$ cat config.mk
export PLATFORM = sky130hd
export DESIGN_NAME = sap_datapath_flat
export DESIGN_NICKNAME = d
export VERILOG_FILES = /design/src/rtl/sap_pkg.sv /design/src/rtl/sap_datapath_if.sv /design/src/rtl/sap_ram.sv /design/src/rtl/sap_datapath.sv /design/src/flat_wrapper.sv
export SDC_FILE = /design/constraint.sdc
export NUM_CORES = 1
export LEC_CHECK = 0
export ABC_AREA = 0
export CAP_MARGIN = 20
export CORE_MARGIN = 3
export CORE_UTILIZATION = 51
export DETAILED_ROUTE_END_ITERATION = 8
export GPL_ROUTABILITY_DRIVEN = 0
export HOLD_SLACK_MARGIN = 0.15
export PLACE_DENSITY_LB_ADDON = 0.25
export SLEW_MARGIN = 20
export SYNTH_ARGS = -nofsm -noshare
export SYNTH_HDL_FRONTEND = slang
export SYNTH_SLANG_ARGS = --single-unit
$ cat constraint.sdc
create_clock -name clk -period 5.6 [get_ports clk]
set_clock_uncertainty 0.05 [all_clocks]
set_input_delay 0.56 -clock clk [delete_from_list [all_inputs] [get_ports clk]]
set_output_delay 0.56 -clock clk [all_outputs]
set_load 0.005 [all_outputs]
$ cat src/rtl/sap_pkg.sv
// Shared constants for the SAP CPU: control-word bit positions, idle control word,
// and opcodes. The control block imports the same package.
package sap_pkg;
    localparam int CTRL_W = 15;

    localparam int SIG_PC_INC     = 14;
    localparam int SIG_PC_EN      = 13;
    localparam int SIG_PC_LOAD    = 12;
    localparam int SIG_MAR_LOAD_N = 11;
    localparam int SIG_MDR_LOAD_N = 10;
    localparam int SIG_RAM_EN_N   = 9;
    localparam int SIG_RAM_LOAD_N = 8;
    localparam int SIG_IR_LOAD_N  = 7;
    localparam int SIG_IR_EN_N    = 6;
    localparam int SIG_A_LOAD_N   = 5;
    localparam int SIG_A_EN       = 4;
    localparam int SIG_SUB        = 3;
    localparam int SIG_ALU_EN     = 2;
    localparam int SIG_B_LOAD_N   = 1;
    localparam int SIG_OUT_LOAD_N = 0;

    // Every active-low bit high, every active-high bit low: nothing drives, nothing loads.
    localparam logic [CTRL_W-1:0] CTRL_IDLE = 15'h0FE3;

    typedef enum logic [3:0] {
        OP_HLT = 4'h0,
        OP_ADD = 4'h2,
        OP_SUB = 4'h3,
        OP_LDA = 4'h4,
        OP_OUT = 4'h5,
        OP_STA = 4'h6,
        OP_JMP = 4'h7
    } opcode_e;
endpackage

$ cat src/rtl/sap_datapath_if.sv
// Control/program/observation bundle between the SAP controller (master) and the datapath (slave).
interface sap_datapath_if
    import sap_pkg::*;
#(
    parameter int ADDR_W = 4,
    parameter int DATA_W = 8
);
    logic [CTRL_W-1:0] ctrl;
    logic              prog_en;
    logic              prog_we;
    logic [ADDR_W-1:0] prog_addr;
    logic [DATA_W-1:0] prog_data;
    logic [3:0]        opcode;
    logic [DATA_W-1:0] out_val;
    logic [DATA_W-1:0] bus_mon;
    logic              bus_conflict;

    modport master (
        output ctrl, prog_en, prog_we, prog_addr, prog_data,
        input  opcode, out_val, bus_mon, bus_conflict
    );
    modport slave (
        input  ctrl, prog_en, prog_we, prog_addr, prog_data,
        output opcode, out_val, bus_mon, bus_conflict
    );
endinterface

$ cat src/rtl/sap_ram.sv
// Program/data RAM: asynchronous read, one synchronous write port shared between
// the datapath (MDR -> RAM[MAR]) and the program loader, selected by prog_en.
module sap_ram #(
    parameter int ADDR_W = 4,
    parameter int DATA_W = 8
) (
    input  logic              clk,
    input  logic              prog_en,
    input  logic              prog_we,
    input  logic [ADDR_W-1:0] prog_addr,
    input  logic [DATA_W-1:0] prog_data,
    input  logic              dp_we,
    input  logic [ADDR_W-1:0] dp_addr,
    input  logic [DATA_W-1:0] dp_data,
    input  logic [ADDR_W-1:0] rd_addr,
    output logic [DATA_W-1:0] rd_data
);
    logic [DATA_W-1:0] mem_q [2**ADDR_W];
    logic              we;
    logic [ADDR_W-1:0] waddr;
    logic [DATA_W-1:0] wdata;

    always_comb begin
        we    = dp_we;
        waddr = dp_addr;
        wdata = dp_data;
        if (prog_en) begin
            we    = prog_we;
            waddr = prog_addr;
            wdata = prog_data;
        end
    end

    // Contents survive reset on purpose; the loaded program must outlive it.
    always_ff @(posedge clk) begin
        if (we) mem_q[waddr] <= wdata;
    end

    assign rd_data = mem_q[rd_addr];
endmodule

$ cat src/rtl/sap_datapath.sv
// SAP-1 register-transfer datapath: one shared bus, PC/MAR/MDR/IR/A/B/OUT registers,
// adder/subtractor and RAM, all steered by the 15-bit control word.
module sap_datapath
    import sap_pkg::*;
#(
    parameter int ADDR_W = 4,
    parameter int DATA_W = 8
) (
    input  logic           clk,
    input  logic           rst_n,
    sap_datapath_if.slave  dp
);
    localparam int PAD_W = DATA_W - ADDR_W;

    logic [CTRL_W-1:0] c;
    logic [ADDR_W-1:0] pc_q, pc_d, mar_q, mar_d;
    logic [DATA_W-1:0] mdr_q, mdr_d, ir_q, ir_d, a_q, a_d, b_q, b_d, out_q, out_d;
    logic [DATA_W-1:0] ram_rdata, alu, bus;
    logic [4:0]        drv;
    logic              conflict;

    // Program mode masks the control word so the datapath freezes.
    assign c = dp.prog_en ? CTRL_IDLE : dp.ctrl;

    always_comb begin
        alu = c[SIG_SUB] ? a_q + ~b_q + DATA_W'(1) : a_q + b_q;
        drv = {c[SIG_PC_EN], ~c[SIG_RAM_EN_N], ~c[SIG_IR_EN_N], c[SIG_A_EN], c[SIG_ALU_EN]};
        // More than one bit set in drv means contention; the bus then reads zero.
        conflict = |(drv & (drv - 5'd1));
        bus = ({DATA_W{drv[4]}} & {{PAD_W{1'b0}}, pc_q})
            | ({DATA_W{drv[3]}} & ram_rdata)
            | ({DATA_W{drv[2]}} & {{PAD_W{1'b0}}, ir_q[ADDR_W-1:0]})
            | ({DATA_W{drv[1]}} & a_q)
            | ({DATA_W{drv[0]}} & alu);
        if (conflict) bus = '0;
    end

    always_comb begin
        pc_d  = pc_q;
        mar_d = mar_q;
        mdr_d = mdr_q;
        ir_d  = ir_q;
        a_d   = a_q;
        b_d   = b_q;
        out_d = out_q;
        if (c[SIG_PC_LOAD])       pc_d = bus[ADDR_W-1:0];
        else if (c[SIG_PC_INC])   pc_d = pc_q + 1'b1;
        if (!c[SIG_MAR_LOAD_N])   mar_d = bus[ADDR_W-1:0];
        if (!c[SIG_MDR_LOAD_N])   mdr_d = bus;
        if (!c[SIG_IR_LOAD_N])    ir_d  = bus;
        if (!c[SIG_A_LOAD_N])     a_d   = bus;
        if (!c[SIG_B_LOAD_N])     b_d   = bus;
        if (!c[SIG_OUT_LOAD_N])   out_d = bus;
    end

    always_ff @(posedge clk) begin
        if (!rst_n) begin
            pc_q  <= '0;
            mar_q <= '0;
            mdr_q <= '0;
            ir_q  <= '0;
            a_q   <= '0;
            b_q   <= '0;
            out_q <= '0;
        end else begin
            pc_q  <= pc_d;
            mar_q <= mar_d;
            mdr_q <= mdr_d;
            ir_q  <= ir_d;
            a_q   <= a_d;
            b_q   <= b_d;
            out_q <= out_d;
        end
    end

    sap_ram #(.ADDR_W(ADDR_W), .DATA_W(DATA_W)) u_ram (
        .clk       (clk),
        .prog_en   (dp.prog_en),
        .prog_we   (dp.prog_we),
        .prog_addr (dp.prog_addr),
        .prog_data (dp.prog_data),
        .dp_we     (~c[SIG_RAM_LOAD_N] & rst_n),
        .dp_addr   (mar_q),
        .dp_data   (mdr_q),
        .rd_addr   (mar_q),
        .rd_data   (ram_rdata)
    );

    assign dp.opcode       = ir_q[DATA_W-1 -: 4];
    assign dp.out_val      = out_q;
    assign dp.bus_mon      = bus;
    assign dp.bus_conflict = conflict;
endmodule

$ cat src/flat_wrapper.sv
// flat-port wrapper written by rule: the top's interface ports become plain ports
module sap_datapath_flat import sap_pkg::*;
#(
    parameter int ADDR_W = 4,
    parameter int DATA_W = 8
)
  (clk, rst_n, dp_ctrl, dp_prog_en, dp_prog_we, dp_prog_addr, dp_prog_data, dp_opcode, dp_out_val, dp_bus_mon, dp_bus_conflict);
  sap_datapath_if #(.ADDR_W(ADDR_W), .DATA_W(DATA_W)) dp_i ();
  input  logic clk;
  input  logic rst_n;
  input wire logic [$bits(dp_i.ctrl)-1:0] dp_ctrl;
  input wire logic [$bits(dp_i.prog_en)-1:0] dp_prog_en;
  input wire logic [$bits(dp_i.prog_we)-1:0] dp_prog_we;
  input wire logic [$bits(dp_i.prog_addr)-1:0] dp_prog_addr;
  input wire logic [$bits(dp_i.prog_data)-1:0] dp_prog_data;
  output wire logic [$bits(dp_i.opcode)-1:0] dp_opcode;
  output wire logic [$bits(dp_i.out_val)-1:0] dp_out_val;
  output wire logic [$bits(dp_i.bus_mon)-1:0] dp_bus_mon;
  output wire logic [$bits(dp_i.bus_conflict)-1:0] dp_bus_conflict;
  assign dp_i.ctrl = dp_ctrl;
  assign dp_i.prog_en = dp_prog_en;
  assign dp_i.prog_we = dp_prog_we;
  assign dp_i.prog_addr = dp_prog_addr;
  assign dp_i.prog_data = dp_prog_data;
  assign dp_opcode = dp_i.opcode;
  assign dp_out_val = dp_i.out_val;
  assign dp_bus_mon = dp_i.bus_mon;
  assign dp_bus_conflict = dp_i.bus_conflict;
  sap_datapath #(.ADDR_W(ADDR_W), .DATA_W(DATA_W)) u_core (.clk(clk), .rst_n(rst_n), .dp(dp_i));
endmodule
==> results_dict.tcl <==
set metrics [dict create \
    cp_slowest_cell "dfxtp_1" \
    antenna_found_initial 1 \
    critPathArrivalTime_ns 3.71 \
    synth_edf_count 128 \
    vias_per_cell 6.10 \
    antenna_left 0 \
    ctsResizeCount 0 \
    core_area_mm2 0.0153 \
    clock_sinks 180 \
    yosysTopAreaCell "edfxtp_1" \
    die_y_um 131 \
    place_inst 837 \
    hold_viol 0 \
    ir_drop_v 0.000228 \
    fin_hold_ws_ns 0.426 \
    cp_data_required_time_ns 4.99 \
    fillers 1218 \
    fin_crit_sh 0.772 \
    htree_levels 4 \
    syn_inst 612 \
    cts_root_buffer "clkbuf_16" \
    clkTransAtPathRegs_ns 0.06 \
    rsz0062_at_grt "false" \
    diodes 0 \
    worst_hold_path_type "register to register" \
    vias 5305 \
    wl_um 19700 \
    dpl_cell_area_mm2 0.00860 \
    relSlewSlack 0.325 \
    stdcell_count 870 \
    synth_seq_area_share 0.608 \
    synth_fp_nets 660 \
    start_util 0.524 \
    cp_slowest_stage_delay_ns 0.81 \
    dr.first_iter.drc_count 476 \
    area_delta_synth_final_pct 13.7 \
    synth-seq-cells 180 \
    status "finished clean" \
    cp_max_fo 15 \
    cp-end-kind "primary output" \
    io_buffers 51 \
    fp.dieArea_mm2 0.0173 \
    cts_tree "yes" \
    rows 45 \
    synth_top_area_frac 0.479 \
    slew_violations 0 \
    setup_viol 0 \
    track_usage 0.226 \
    p_leak_nw 2.99 \
    cts_setup_buffers 0 \
    overflow 0 \
    wire_per_inst_um 22.6 \
    grt_pass1_wl_um 30000 \
    dpl.hpwl_um 13600 \
    holdBufCountCts 0 \
    netlist_area_mm2 0.00803 \
    die_x_um 131 \
    synthFlopType "edfxtp_1" \
    min_period_ns 4.32 \
    layout-drive-gt1-share 0.0956 \
    synth_area_leaders "edfxtp_1 (48%), dfxtp_1 (13%), mux2i_1 (5.1%), ha_1 (2.3%), mux4_1 (2.3%)" \
    cp_common_cell "nand3_1" \
    cp_cell_sequence "nor2b_1, a22oi_1, nand3_1, nand3_1, or3_1, and2_1, clkdlybuf4s50_1" \
    yosysUniqueCellTypes 66 \
    clockBufferDepth 2 \
    fin_nets 694 \
    multiInputGateArea_mm2 0.00286 \
    drv_cap 0 \
    final_area_mm2 0.00913 \
    drt-pass1-iter-count 5 \
    async_flop_share 0 \
    grt_pass1_vias 5246 \
    pin_count 52 \
    clock_latency_ns 0.43 \
    tns_ns 0 \
    start_kind "register" \
    max_freq_ghz 0.231 \
    seq_area_mm2 0.00489 \
    grt_max_degree 52 \
    cts_made_buffers 17 \
    synth_area_per_cell_um2 13.1 \
    tightest_slew_ns 1.01 \
    detail_route.drc_violations 0 \
    yosys_warnings 0 \
    critPathKind "register to primary output" \
    p_per_area_mw_per_mm2 304 \
]
## cell type report
| cell class | count | share of cell area |
|---|---|---|
| clock buffers | 20 | 0.0478 |
| well taps | 211 | 0.0289 |
| multi-input cells | 374 | 0.313 |
| repair buffers | 55 | 0.0587 |
| clock inverters | 12 | 0.00877 |
| inverters | 18 | 0.00740 |
| flip-flops and latches | 180 | 0.535 |
## logic make-up (layout without fill, tap and decap cells)
logic type / after synthesis / after routing / synth area share
muxes: 68 / 68 / 0.113
DFF: 180 / 180 / 0.608
buffers and inverters: 58 / 105 / 0.0358
xor gates and xnor gates: 3 / 3 / 0.00327
and+or+nand+nor: 154 / 154 / 0.0949
adders and majority gates: 17 / 17 / 0.0284
AOI/OAI and AO/OA: 132 / 132 / 0.116
## where the power goes
| group | internal [W] | total (W) | switching [W] |
|---|---|---|---|
| clock | 0.000567 | 0.00106 | 0.000488 |
| combinational | 0.0000970 | 0.000246 | 0.000149 |
| sequential | 0.00146 | 0.00148 | 0.0000228 |
| total | 0.00212 | 0.00278 | 0.000660 |
## Yosys cell counts, drive strengths merged (17+ instances only)
cell,instances
edfxtp,128
dfxtp,52
nor2,42
mux2i,41
nand2,37
o21ai,30
a21oi,29
nand3,27
buf,20
clkbuf,20
inv,17
## flip-flops by register name, summed over array words and instances, names as in the netlist, named ones only
register,flops
u_core.ir_q,8
u_core.pc_q,4
u_core.u_ram.mem_q,128
u_core.b_q,8
u_core.dp.out_val,8
u_core.a_q,8
u_core.mar_q,4
u_core.mdr_q,8
## stage by stage
stage | setup WS [ns] | power, W | utilization
global route | 1.17 | 0.00287 | 0.596
floorplan | 2.91 | 0.00165 | -
global placement | 1.58 | 0.00174 | 0.562
finish | 1.28 | 0.00278 | 0.596
CTS | 1.34 | 0.00278 | 0.596
detailed placement | 1.43 | 0.00175 | 0.562
## layout by cell type, fill, tap and decap left out, types with 5 or more instances in the layout
cell type and count:
a22oi_1 12, inv_1 17, ha_1 15, nor3_1 5
o21ai_0 28, clkdlybuf4s50_1 50, or2_2 5, a21oi_1 29
clkinv_1 5, mux4_2 8, mux4_1 7, nor2b_1 8
dfxtp_1 51, clkbuf_16 17, o31ai_1 6, a32o_1 15
nand2_1 37, edfxtp_1 128, mux2_2 12, nand3_1 27
nor2_1 42, mux2i_1 41
## worst max-delay path, delay by kind of cell (launching register included)
kind                   cells  cell delay, ns
AOI/OAI and AO/OA          1            0.22
buffers and inverters      1            0.43
DFF                        1            0.81
and+or+nand+nor            5            1.81
## final timing paths
kind,startpoint,end,slack [ns],cells after the start
max,register,dp_bus_mon[5],1.28,7
min,u_core.dp.out_val[2],u_core.dp.out_val[2],0.43,2
max reg2reg,register,register,2.49,6
min reg2reg,u_core.dp.out_val[2],u_core.dp.out_val[2],0.43,2
## metal layers
metal | routed length, um | track usage | part of all wire | up-vias
met5 | 11 | 0 | 0.00056 | -
met4 | 439 | 0.0747 | 0.022 | 2
met3 | 1280 | 0.0467 | 0.065 | 39
met2 | 9420 | 0.374 | 0.48 | 222
met1 | 8530 | 0.300 | 0.43 | 2618
li1 | - | - | - | 2424
(Power assumes the default switching activity.)
